[src/rtl/fft8_sched.sv]
// fft8_sched: load/compute/unload sequencer for an 8-point in-place radix-2 FFT.
// Optional inverse-transform support via re/im swap is enabled by FFT8_SCHED_INV_EN.
//
// state  | meaning
// LOAD   | accept 8 samples, store at bit-reversed addresses
// CALC   | issue 3 stages x 4 butterflies, one per cycle, write back in place
// UNLOAD | stream buffer[0..7] in natural order
module fft8_sched #(
  parameter  int N = 3,
  localparam int W = 2**N
) (
  input  logic         clk,
  input  logic         rst,
  input  logic         in_valid,
  output logic         in_ready,
  input  logic [W-1:0] in_r,
  input  logic [W-1:0] in_i,
  output logic         out_valid,
  input  logic         out_ready,
  output logic [W-1:0] out_r,
  output logic [W-1:0] out_i,
  output logic         out_last,
  output logic         busy,
  output logic [W-1:0] bf_in_1_r,
  output logic [W-1:0] bf_in_1_i,
  output logic [W-1:0] bf_in_2_r,
  output logic [W-1:0] bf_in_2_i,
  output logic [1:0]   bf_tw,
  input  logic [W-1:0] bf_out_1_r,
  input  logic [W-1:0] bf_out_1_i,
  input  logic [W-1:0] bf_out_2_r,
  input  logic [W-1:0] bf_out_2_i
`ifdef FFT8_SCHED_INV_EN
  ,
  input  logic         inv
`endif
);

  typedef enum logic [1:0] {LOAD, CALC, UNLOAD} state_t;

  state_t       state_q, state_d;
  logic [2:0]   ld_cnt_q, ld_cnt_d;
  logic [1:0]   stage_q, stage_d;
  logic [1:0]   bfly_q, bfly_d;
  logic [2:0]   out_cnt_q, out_cnt_d;
  logic         load_we, calc_we;
  logic         swap_ld, swap_ul;
  logic [2:0]   top_idx, bot_idx;
  logic [1:0]   tw;
  logic [2*W-1:0] ul_entry;

  logic [2*W-1:0] buffer [8];

`ifdef FFT8_SCHED_INV_EN
  logic inv_q;

  always_ff @(posedge clk) begin
    if (rst)
      inv_q <= 1'b0;
    else if (load_we && ld_cnt_q == 3'd0)
      inv_q <= inv;
  end

  // The first sample must already use the newly sampled mode.
  assign swap_ld = (ld_cnt_q == 3'd0) ? inv : inv_q;
  assign swap_ul = inv_q;
`else
  assign swap_ld = 1'b0;
  assign swap_ul = 1'b0;
`endif

  // Butterfly addressing: span = 1<<s, top = (b>>s)*2*span + (b & (span-1)).
  always_comb begin
    top_idx = {bfly_q, 1'b0};
    tw      = 2'd0;
    case (stage_q)
      2'd1: begin
        top_idx = {bfly_q[1], 1'b0, bfly_q[0]};
        tw      = {bfly_q[0], 1'b0};
      end
      2'd2: begin
        top_idx = {1'b0, bfly_q};
        tw      = bfly_q;
      end
      default: ;
    endcase
    bot_idx = top_idx | (3'd1 << stage_q);
  end

  always_ff @(posedge clk) begin
    if (rst) begin
      state_q   <= LOAD;
      ld_cnt_q  <= 3'd0;
      stage_q   <= 2'd0;
      bfly_q    <= 2'd0;
      out_cnt_q <= 3'd0;
    end else begin
      state_q   <= state_d;
      ld_cnt_q  <= ld_cnt_d;
      stage_q   <= stage_d;
      bfly_q    <= bfly_d;
      out_cnt_q <= out_cnt_d;
    end
  end

  always_comb begin
    state_d   = state_q;
    ld_cnt_d  = ld_cnt_q;
    stage_d   = stage_q;
    bfly_d    = bfly_q;
    out_cnt_d = out_cnt_q;
    load_we   = 1'b0;
    calc_we   = 1'b0;
    in_ready  = 1'b0;
    out_valid = 1'b0;
    out_r     = '0;
    out_i     = '0;
    out_last  = 1'b0;
    busy      = 1'b0;
    bf_in_1_r = '0;
    bf_in_1_i = '0;
    bf_in_2_r = '0;
    bf_in_2_i = '0;
    bf_tw     = 2'd0;
    ul_entry  = buffer[out_cnt_q];
    if (!rst) begin
      case (state_q)
        LOAD: begin
          in_ready = 1'b1;
          if (in_valid) begin
            load_we  = 1'b1;
            ld_cnt_d = ld_cnt_q + 3'd1;
            if (ld_cnt_q == 3'd7)
              state_d = CALC;
          end
        end
        CALC: begin
          busy      = 1'b1;
          calc_we   = 1'b1;
          bf_in_1_r = buffer[top_idx][2*W-1:W];
          bf_in_1_i = buffer[top_idx][W-1:0];
          bf_in_2_r = buffer[bot_idx][2*W-1:W];
          bf_in_2_i = buffer[bot_idx][W-1:0];
          bf_tw     = tw;
          if (bfly_q == 2'd3) begin
            bfly_d = 2'd0;
            if (stage_q == 2'd2) begin
              stage_d = 2'd0;
              state_d = UNLOAD;
            end else begin
              stage_d = stage_q + 2'd1;
            end
          end else begin
            bfly_d = bfly_q + 2'd1;
          end
        end
        UNLOAD: begin
          out_valid = 1'b1;
          out_r     = swap_ul ? ul_entry[W-1:0] : ul_entry[2*W-1:W];
          out_i     = swap_ul ? ul_entry[2*W-1:W] : ul_entry[W-1:0];
          out_last  = (out_cnt_q == 3'd7);
          if (out_ready) begin
            out_cnt_d = out_cnt_q + 3'd1;
            if (out_cnt_q == 3'd7)
              state_d = LOAD;
          end
        end
        default: state_d = LOAD;
      endcase
    end
  end

  // Buffer is deliberately not reset; each LOAD overwrites all 8 entries.
  always_ff @(posedge clk) begin
    if (load_we)
      buffer[{ld_cnt_q[0], ld_cnt_q[1], ld_cnt_q[2]}] <= swap_ld ? {in_i, in_r} : {in_r, in_i};
    if (calc_we) begin
      buffer[top_idx] <= {bf_out_1_r, bf_out_1_i};
      buffer[bot_idx] <= {bf_out_2_r, bf_out_2_i};
    end
  end

endmodule

[config.mk]
export PLATFORM = sky130hd
export DESIGN_NAME = fft8_sched
export DESIGN_NICKNAME = d
export VERILOG_FILES = /design/src/rtl/fft8_sched.sv
export SDC_FILE = /design/constraint.sdc
export NUM_CORES = 1
export LEC_CHECK = 0
export CORE_UTILIZATION = 40
export DETAILED_ROUTE_END_ITERATION = 6
export GPL_ROUTABILITY_DRIVEN = 0
export PLACE_DENSITY = 0.66
export SYNTH_ARGS = -nofsm -noshare
export SYNTH_HDL_FRONTEND = slang
export SYNTH_SLANG_ARGS = --single-unit
[constraint.sdc]
create_clock -name clk -period 5.75 [get_ports clk]
set_input_delay 0.575 -clock clk [delete_from_list [all_inputs] [get_ports clk]]
set_output_delay 0.575 -clock clk [all_outputs]
set_load 0.01 [all_outputs]
Word level (Yosys, flattened, before mapping)
Memories as Yosys holds them, arrays and structs flattened. A register that Yosys moved wholly into a read port is not among the register bits.
Index checks and enable logic that the tools add are counted.
{"block": "totals", "ramBits": 128, "output_inout_bits": 54, "input_bits": 52, "memories": 1, "word_cells": 76, "ff_bits": 12}
{"name": "buffer", "depth": 8, "word_bits": 16, "read_ports": 3, "rd_ports_with_merged_regs": 1, "wr": 2, "line": "52", "text": "logic [2*W-1:0] buffer [8];"}
{"block": "op_classes", "n_reduce_logical": 6, "shift": 1, "eq_ne": 13, "muxes": 45, "bitwise": 1, "add_sub_neg": 4}
{"operator": "8-bit 2-to-1 mux", "count": 12}
{"operator": "2-bit 2-to-1 mux", "count": 10}
{"operator": "1-bit 2-to-1 mux", "count": 16}
{"operator": "16-bit 2-to-1 mux", "count": 1}
{"operator": "16-bit OR reduction", "count": 1}
{"operator": "2-bit inequality test (second input constant)", "count": 6}
{"operator": "3-bit 2-to-1 mux", "count": 3}
{"operator": "3-bit by 1-bit adder with 3-bit output (second input constant)", "count": 2}
{"operator": "2-bit equality test (second input constant)", "count": 3}
{"operator": "3-bit equality test (second input constant)", "count": 2}
{"operator": "2-bit one-hot mux with 3 select lines", "count": 1}
{"operator": "3-bit one-hot mux with 2 select lines", "count": 1}
{"operator": "2-bit AND reduction", "count": 3}
{"operator": "6-bit AND reduction", "count": 1}
{"operator": "2-bit by 1-bit adder with 2-bit output (second input constant)", "count": 2}
{"operator": "2-bit by 1-bit equality test with 1-bit output (second input constant)", "count": 2}
{"operator": "2-bit one-hot mux with 2 select lines", "count": 1}
{"operator": "3-bit OR", "count": 1}
{"operator": "1-bit by 2-bit << shifter with 3-bit output (first input constant)", "count": 1}
{"operator": "2-bit logical NOT", "count": 1}

Longest topological paths before layout
Gate-level depths: netlist (run 1).
{"block": "depth", "ltp_word": 7, "mapped_depth": 11, "ltp_nobuf": 7}

Worst setup path after synthesis (run 1)
Ideal clock, no wire load.
{"block": "synth_path", "kind": "reg-to-reg", "from": "register stage_q[0]", "to": "memory buffer[4][0] (netlist name), enable pin", "t_arrival_ps": 2956, "n_path_buf": 2, "path_stages_with_launch": 10, "setup_ps": 411, "period_less_slack_ps": 3367, "path_slack_ps": 2383, "required_ps": 5339, "path_cell_list": "dfxtp_1 inv_1 ha_1 and3_1 or2_1 buf_2 buf_2 nor3_1 a31oi_1 o21ai_0"}
{"element": "start: declaration", "line": "43", "text": "logic [1:0] stage_q, stage_d;"}
{"element": "start signal: assignment", "line": "100", "text": "stage_q <= stage_d;"}
{"element": "end: declaration", "line": "52"}

Worst setup path after layout (run 1)
{"block": "layout_path", "from": "register stage_q[0]", "to": "output bf_in_2_r[7]"}
{"block": "layout_via", "elab_chain_cells": 6, "elab_cells_between_ends": 8, "cone_classes": "2 x eq/ne; 1 x shift; 3 x mux; 1 x bitwise; 1 x memory"}
{"element": "2-bit equality test / 2-bit by 1-bit equality test with 1-bit output (equally long branches)", "line": "76", "text": "case (stage_q)"}
{"element": "3-bit one-hot mux with 2 select lines", "line": "76"}
{"element": "3-bit OR (*)", "line": "87", "text": "bot_idx = top_idx | (3'd1 << stage_q);"}
{"element": "memory read 8 x 16 bit (*)"}
{"element": "8-bit 2-to-1 mux (*)", "line": "127", "text": "case (state_q)"}
{"element": "8-bit 2-to-1 mux (*)", "line": "126", "text": "if (!rst) begin"}
{"element": "end: declaration", "line": "26", "text": "output logic [W-1:0] bf_in_2_r,"}
Every way passes the cells marked *; elsewhere a longest branch is shown, timed or not.

==> flow_metrics.tcl, run 1 <==
set metrics [dict create \
    cts_tree "built" \
    run_status "finished clean" \
    numCtsBuffers 17 \
    syn_inst 892 \
    synth_edf_count 128 \
    htree_levels 4 \
    dpl.cell_count 1270 \
    core_um2 22800 \
    row_count 55 \
    finalMaxSlewViolations 0 \
    clk_latency_ns 0.44 \
    maxCapViolations 0 \
    antenna_found_initial 0 \
    fin_crit_sh 0.798 \
    diodes 0 \
    final_cells 1302 \
    final_layout_size_suffix_gt1_frac 0.147 \
    dieArea_um2 24100 \
    wl_per_cell_um 22.8 \
    leakage_nw 3.99 \
    drc 0 \
    regArea_um2 4150 \
    clock_skew_ns 0.0119 \
    cts_hold_buf 0 \
    initial_core_util 0.412 \
    postCtsResizedCells 0 \
    fin_ws_ns 1.16 \
    syn-num-nets 953 \
    firstDrtPassIters 7 \
    antenna_left 0 \
    area_growth_pct 20.2 \
    setup_violations 0 \
    vias 7825 \
    synth-seq-cells 143 \
    fmax_ghz 0.218 \
    relSlewSlack 0.175 \
    clk_pin_slew_ns 0.06 \
    startpoint_type "register" \
    synth_cell_types 48 \
    path_max_fanout 37 \
    crit_path_end_kind "output port" \
    pwr_density_cell_nw_per_um2 210 \
    routed_wirelength_mm 29.7 \
    path_class "register to output port" \
    grt_pass1_wl_mm 44.8 \
    via_per_inst 6.01 \
    tns_ns 0 \
    grt_pass1_vias 7416 \
    hold_path.class "register to register" \
    multiInputGateArea_um2 4860 \
    post-place-ws_ns 1.70 \
    grt_usage 0.254 \
    rsz0062_at_grt "false" \
    fp.dieH_um 155 \
    root_buffer "clkbuf_16" \
    overflow 0 \
    boundaryPins 106 \
    tightest_slew_ns 1.24 \
    fill_cells 2092 \
    grt_max_degree 38 \
    drtIter0Drc 911 \
    syn_area_per_cell_um2 10.5 \
    ys_warn_count 0 \
    netlist_area_um2 9410 \
    finalCriticalPeriod_ns 4.59 \
    synthArstFlopShare 0 \
    finalHoldViolations 0 \
    cp.required_ns 5.18 \
    dp_hpwl_mm 18.6 \
    vdd_ir_drop_max_v 0.000186 \
    synth-main-ff-cell "edfxtp_1" \
    clock-sinks 143 \
    crit_arrival_ns 4.01 \
    postCtsSetupRepairBufs 0 \
    chipWidth_um 155 \
    ctsLongestPathBuffers 2 \
    hold_ws_ns 0.493 \
    port_buffers 105 \
    nets 1037 \
    synth-seq-area-share 0.440 \
]
-- per-layer routing --
layer  global-route usage  share of wire  wire length (um)
met3               0.0666           0.11              3400
met2                0.400           0.46             13800
met5                    0              0                 0
met1                0.343           0.40             11800
met4               0.0817          0.024               716
-- final timing paths --
check                             from                endpoint  slack [ns]  cells after the start
max            stage_q[0]$_SDFFE_PP0P_            bf_in_2_r[7]        1.16                      9
min          out_cnt_q[1]$_SDFFE_PP0P_                register        0.49                      2
max reg2reg    stage_q[0]$_SDFFE_PP0P_  buffer[6][5]$_DFFE_PP_        1.73                      9
min reg2reg  out_cnt_q[1]$_SDFFE_PP0P_                register        0.49                      2
-- metrics by stage --
step / utilization / total power [mW] / area [um^2]
6_report: 0.495 / 2.37 / 11300
5_1_grt: 0.495 / 2.42 / 11300
4_1_cts: 0.495 / 2.37 / 11300
3_5_place_dp: 0.470 / 1.32 / 10700
3_3_place_gp: 0.470 / 1.32 / 10700
2_1_floorplan: - / 1.25 / 9410
-- area by class of cell --
type / instances / area share
clock buffer: 18 / 0.0380
clock inverter: 14 / 0.0115
inverter: 21 / 0.00697
multi-input combinational: 658 / 0.430
sequential: 143 / 0.367
tap: 313 / 0.0346
timing repair buffer: 135 / 0.113
-- cells by family after synthesis --
| family | after synthesis | share of synthesized area |
|---|---|---|
| mux | 136 | 0.229 |
| compound gates | 164 | 0.103 |
| flops | 143 | 0.440 |
| buf+inv | 91 | 0.0480 |
| fa+ha+maj | 9 | 0.0120 |
| xor+xnor | 2 | 0.00186 |
| simple gates | 347 | 0.165 |
-- synth_stat cells (3+ instances only) --
master	instances	share of area
buf_2	39	0.021
edfxtp_1	128	0.41
and3_1	11	0.0073
a32oi_1	8	0.0074
nor2_1	126	0.050
o21ai_0	6	0.0032
buf_1	4	0.0016
nor3_1	5	0.0027
a31oi_1	17	0.011
nand2_1	133	0.053
clkbuf_1	17	0.0068
mux4_2	61	0.15
and4_1	9	0.0084
nand3_2	4	0.0043
mux2i_1	73	0.078
nand3_1	40	0.021
a21oi_1	106	0.056
buf_4	6	0.0048
inv_1	20	0.0080
buf_6	3	0.0036
nand2b_1	4	0.0027
ha_1	9	0.012
a22o_1	17	0.016
dfxtp_1	15	0.032
-- critical path: stages (launching register included) --
cell and delay [ns]:
dfxtp_1 0.38, inv_1 0.09, ha_1 0.44, o211ai_2 0.27, nand2b_2 0.75, buf_4 0.52
mux2i_1 0.14, a32oi_1 0.14, and3_1 0.25, clkdlybuf4s50_1 0.56
-- where the power goes --
group	internal [mW]	switching, mW
Sequential	1.15	0.0110
Clock	0.600	0.468
Combinational	0.0729	0.0714
Total	1.82	0.550
-- layout by cell type (no fill, tap or decap), drive strengths merged, types with 18 or more instances in the layout --
cell type / synthesis / final
a21oi: 106 / 106
inv: 21 / 26
clkbuf: 17 / 18
nor2: 129 / 129
mux2i: 73 / 73
nand2: 134 / 134
buf: 53 / 30
clkdlybuf4s50: 0 / 105
mux4: 63 / 63
edfxtp: 128 / 128
nand3: 44 / 44
-- registers in the layout, summed over array words and instances (netlist names), named ones only --
signal     count
out_cnt_q      3
state_q        2
bfly_q         2
ld_cnt_q       3
buffer       128
stage_q        2
Note: power is estimated with default switching activity, not from simulation.
==> inputs of run 2 (changes only) <==
- clock period: 5.75 -> 4.4 ns (I/O delays scaled with it)
==> run 2 against run 1 <==
Compared with the run above:
- via count is 0.69% higher
- die area stayed put
- design area is 0.83% higher
- register-to-register slack worse by 0.72 ns
- sequential cell count stayed put
- sequential power is 30% higher
- hold slack worse by 0.015 ns
- global-route usage is 0.23 points lower
==> flow_metrics.tcl, run 2 (same netlist as run 1, synthesis figures left out) <==
set metrics [dict create \
    core_um2 22800 \
    pwr_density_cell_nw_per_um2 276 \
    fmax_ghz 0.247 \
    tightest_slew_ns 1.24 \
    via_per_inst 6.02 \
    relSlewSlack 0.175 \
    port_buffers 105 \
    clk_latency_ns 0.43 \
    rsz0062_at_grt "false" \
    root_buffer "clkbuf_16" \
    postCtsSetupRepairBufs 0 \
    overflow 0 \
    setup_violations 0 \
    crit_chain "inv_1 > ha_1 > o211ai_2 > nand2b_2 > buf_4 > nand2_1 > a31oi_1 > and4_1 > clkdlybuf4s50_1" \
    crit_buf_inv 3 \
    top_regs "buffer x128, ld_cnt_q x3, out_cnt_q x3" \
    clock-sinks 143 \
    boundaryPins 106 \
    leakage_nw 4.04 \
    grt_pass1_vias 7568 \
    diodes 0 \
    maxCapViolations 0 \
    dieArea_um2 24100 \
    fin_crit_sh 0.922 \
    startpoint_type "register" \
    routed_wirelength_mm 29.8 \
    mostFrequentLayoutCell "nand2_1" \
    final_cell_mix "nand2_1 (133), edfxtp_1 (128), nor2_1 (126)" \
    drtIter0Drc 1121 \
    vias 7879 \
    cp.required_ns 3.96 \
    fp.dieH_um 155 \
    cts_hold_buf 0 \
    top_register "buffer" \
    firstDrtPassIters 6 \
    numCtsBuffers 17 \
    area_growth_pct 21.2 \
    crit_slowest_cell "clkdlybuf4s50_1" \
    final_layout_size_suffix_gt1_frac 0.150 \
    nets 1044 \
    vdd_ir_drop_max_v 0.000191 \
    row_count 55 \
    cts_tree "built" \
    run_status "finished clean" \
    grt_usage 0.252 \
    postCtsResizedCells 0 \
    crit_path_end_kind "output port" \
    grt_pass1_wl_mm 44.7 \
    drc 0 \
    path_max_fanout 19 \
    path_class "register to output port" \
    finalHoldViolations 0 \
    largest_register_ffs 128 \
    finalCriticalPeriod_ns 4.05 \
    initial_core_util 0.412 \
    chipWidth_um 155 \
    slowest_delay_ns 0.57 \
    postLayoutCellArea_um2 11400 \
    grt_max_degree 62 \
    clock_skew_ns 0.00757 \
    ctsLongestPathBuffers 2 \
    hold_path.class "register to register" \
    antenna_left 0 \
    wl_per_cell_um 22.8 \
    clk_pin_slew_ns 0.06 \
    postPlaceCellArea_um2 10800 \
    antenna_found_initial 0 \
    tns_ns 0 \
    crit_arrival_ns 3.61 \
    finalMaxSlewViolations 0 \
    cp_top_family "buffers and inverters" \
    htree_levels 4 \
    dp_hpwl_mm 19.0 \
]
-- run 2: cell count changes in the layout (fill, tap and decap cells not counted), sizes merged --
| cell | previous run | this run |
|---|---|---|
| bufinv | 1 | 3 |
| clkinv | 6 | 8 |
| buf | 30 | 37 |
| clkinvlp | 2 | 3 |
| clkbuf | 18 | 17 |
| inv | 26 | 21 |
-- run 2: worst register-to-register path, stage by stage, from the launching register on --
cell and delay (ns):
dfxtp_1 0.37, inv_1 0.08, ha_1 0.46, nor2b_4 0.11
nor4_4 0.65, buf_4 0.39, nand3_1 0.52, buf_12 0.37
nor2_1 0.11, a21oi_1 0.05
-- run 2: final cells by class --
| class | count | area (um^2) |
|---|---|---|
| clock buffer | 17 | 425 |
| clock inverter | 14 | 150 |
| fill | 2049 | 11400 |
| inverter | 21 | 78.8 |
| multi-input combinational | 658 | 4860 |
| sequential | 143 | 4150 |
| tap | 313 | 392 |
| timing repair buffer | 142 | 1350 |
-- run 2: stage by stage --
step / hold WS [ns] / setup WS [ns] / instances / util / power, mW
after floorplan: 0.447 / 1.03 / 892 / - / 1.63
after global placement: 0.466 / 0.938 / 1277 / 0.474 / 1.72
after detailed placement: 0.475 / 0.901 / 1277 / 0.474 / 1.73
after CTS: 0.483 / 0.393 / 1308 / 0.499 / 3.14
after global routing: 0.506 / 0.200 / 1308 / 0.499 / 3.21
final: 0.478 / 0.345 / 1308 / 0.499 / 3.15
-- run 2: path summary, 6_finish.rpt --
path,startpoint,endpoint,slack (ns),cells after the start
min reg2reg,stage_q[1]$_SDFFE_PP0P_,stage_q[1]$_SDFFE_PP0P_,0.48,2
min,stage_q[1]$_SDFFE_PP0P_,stage_q[1]$_SDFFE_PP0P_,0.48,2
max,stage_q[0]$_SDFFE_PP0P_,bf_in_2_r[2],0.35,9
max reg2reg,stage_q[0]$_SDFFE_PP0P_,buffer[0][12]$_DFFE_PP_,1.01,9
-- run 2: power breakdown --
group	switching, mW	internal [mW]	total [mW]
Sequential	0.0142	1.50	1.51
Combinational	0.0931	0.0951	0.188
Clock	0.570	0.875	1.45
Total	0.678	2.47	3.15
-- run 2: per-layer routing --
layer	vias up	part of all wire	wire length (um)	GRT usage
li1	3501	-	-	-
met1	3769	0.40	11800	0.331
met2	525	0.46	13800	0.400
met3	84	0.11	3260	0.0621
met4	0	0.031	919	0.102
met5	-	0	0	0
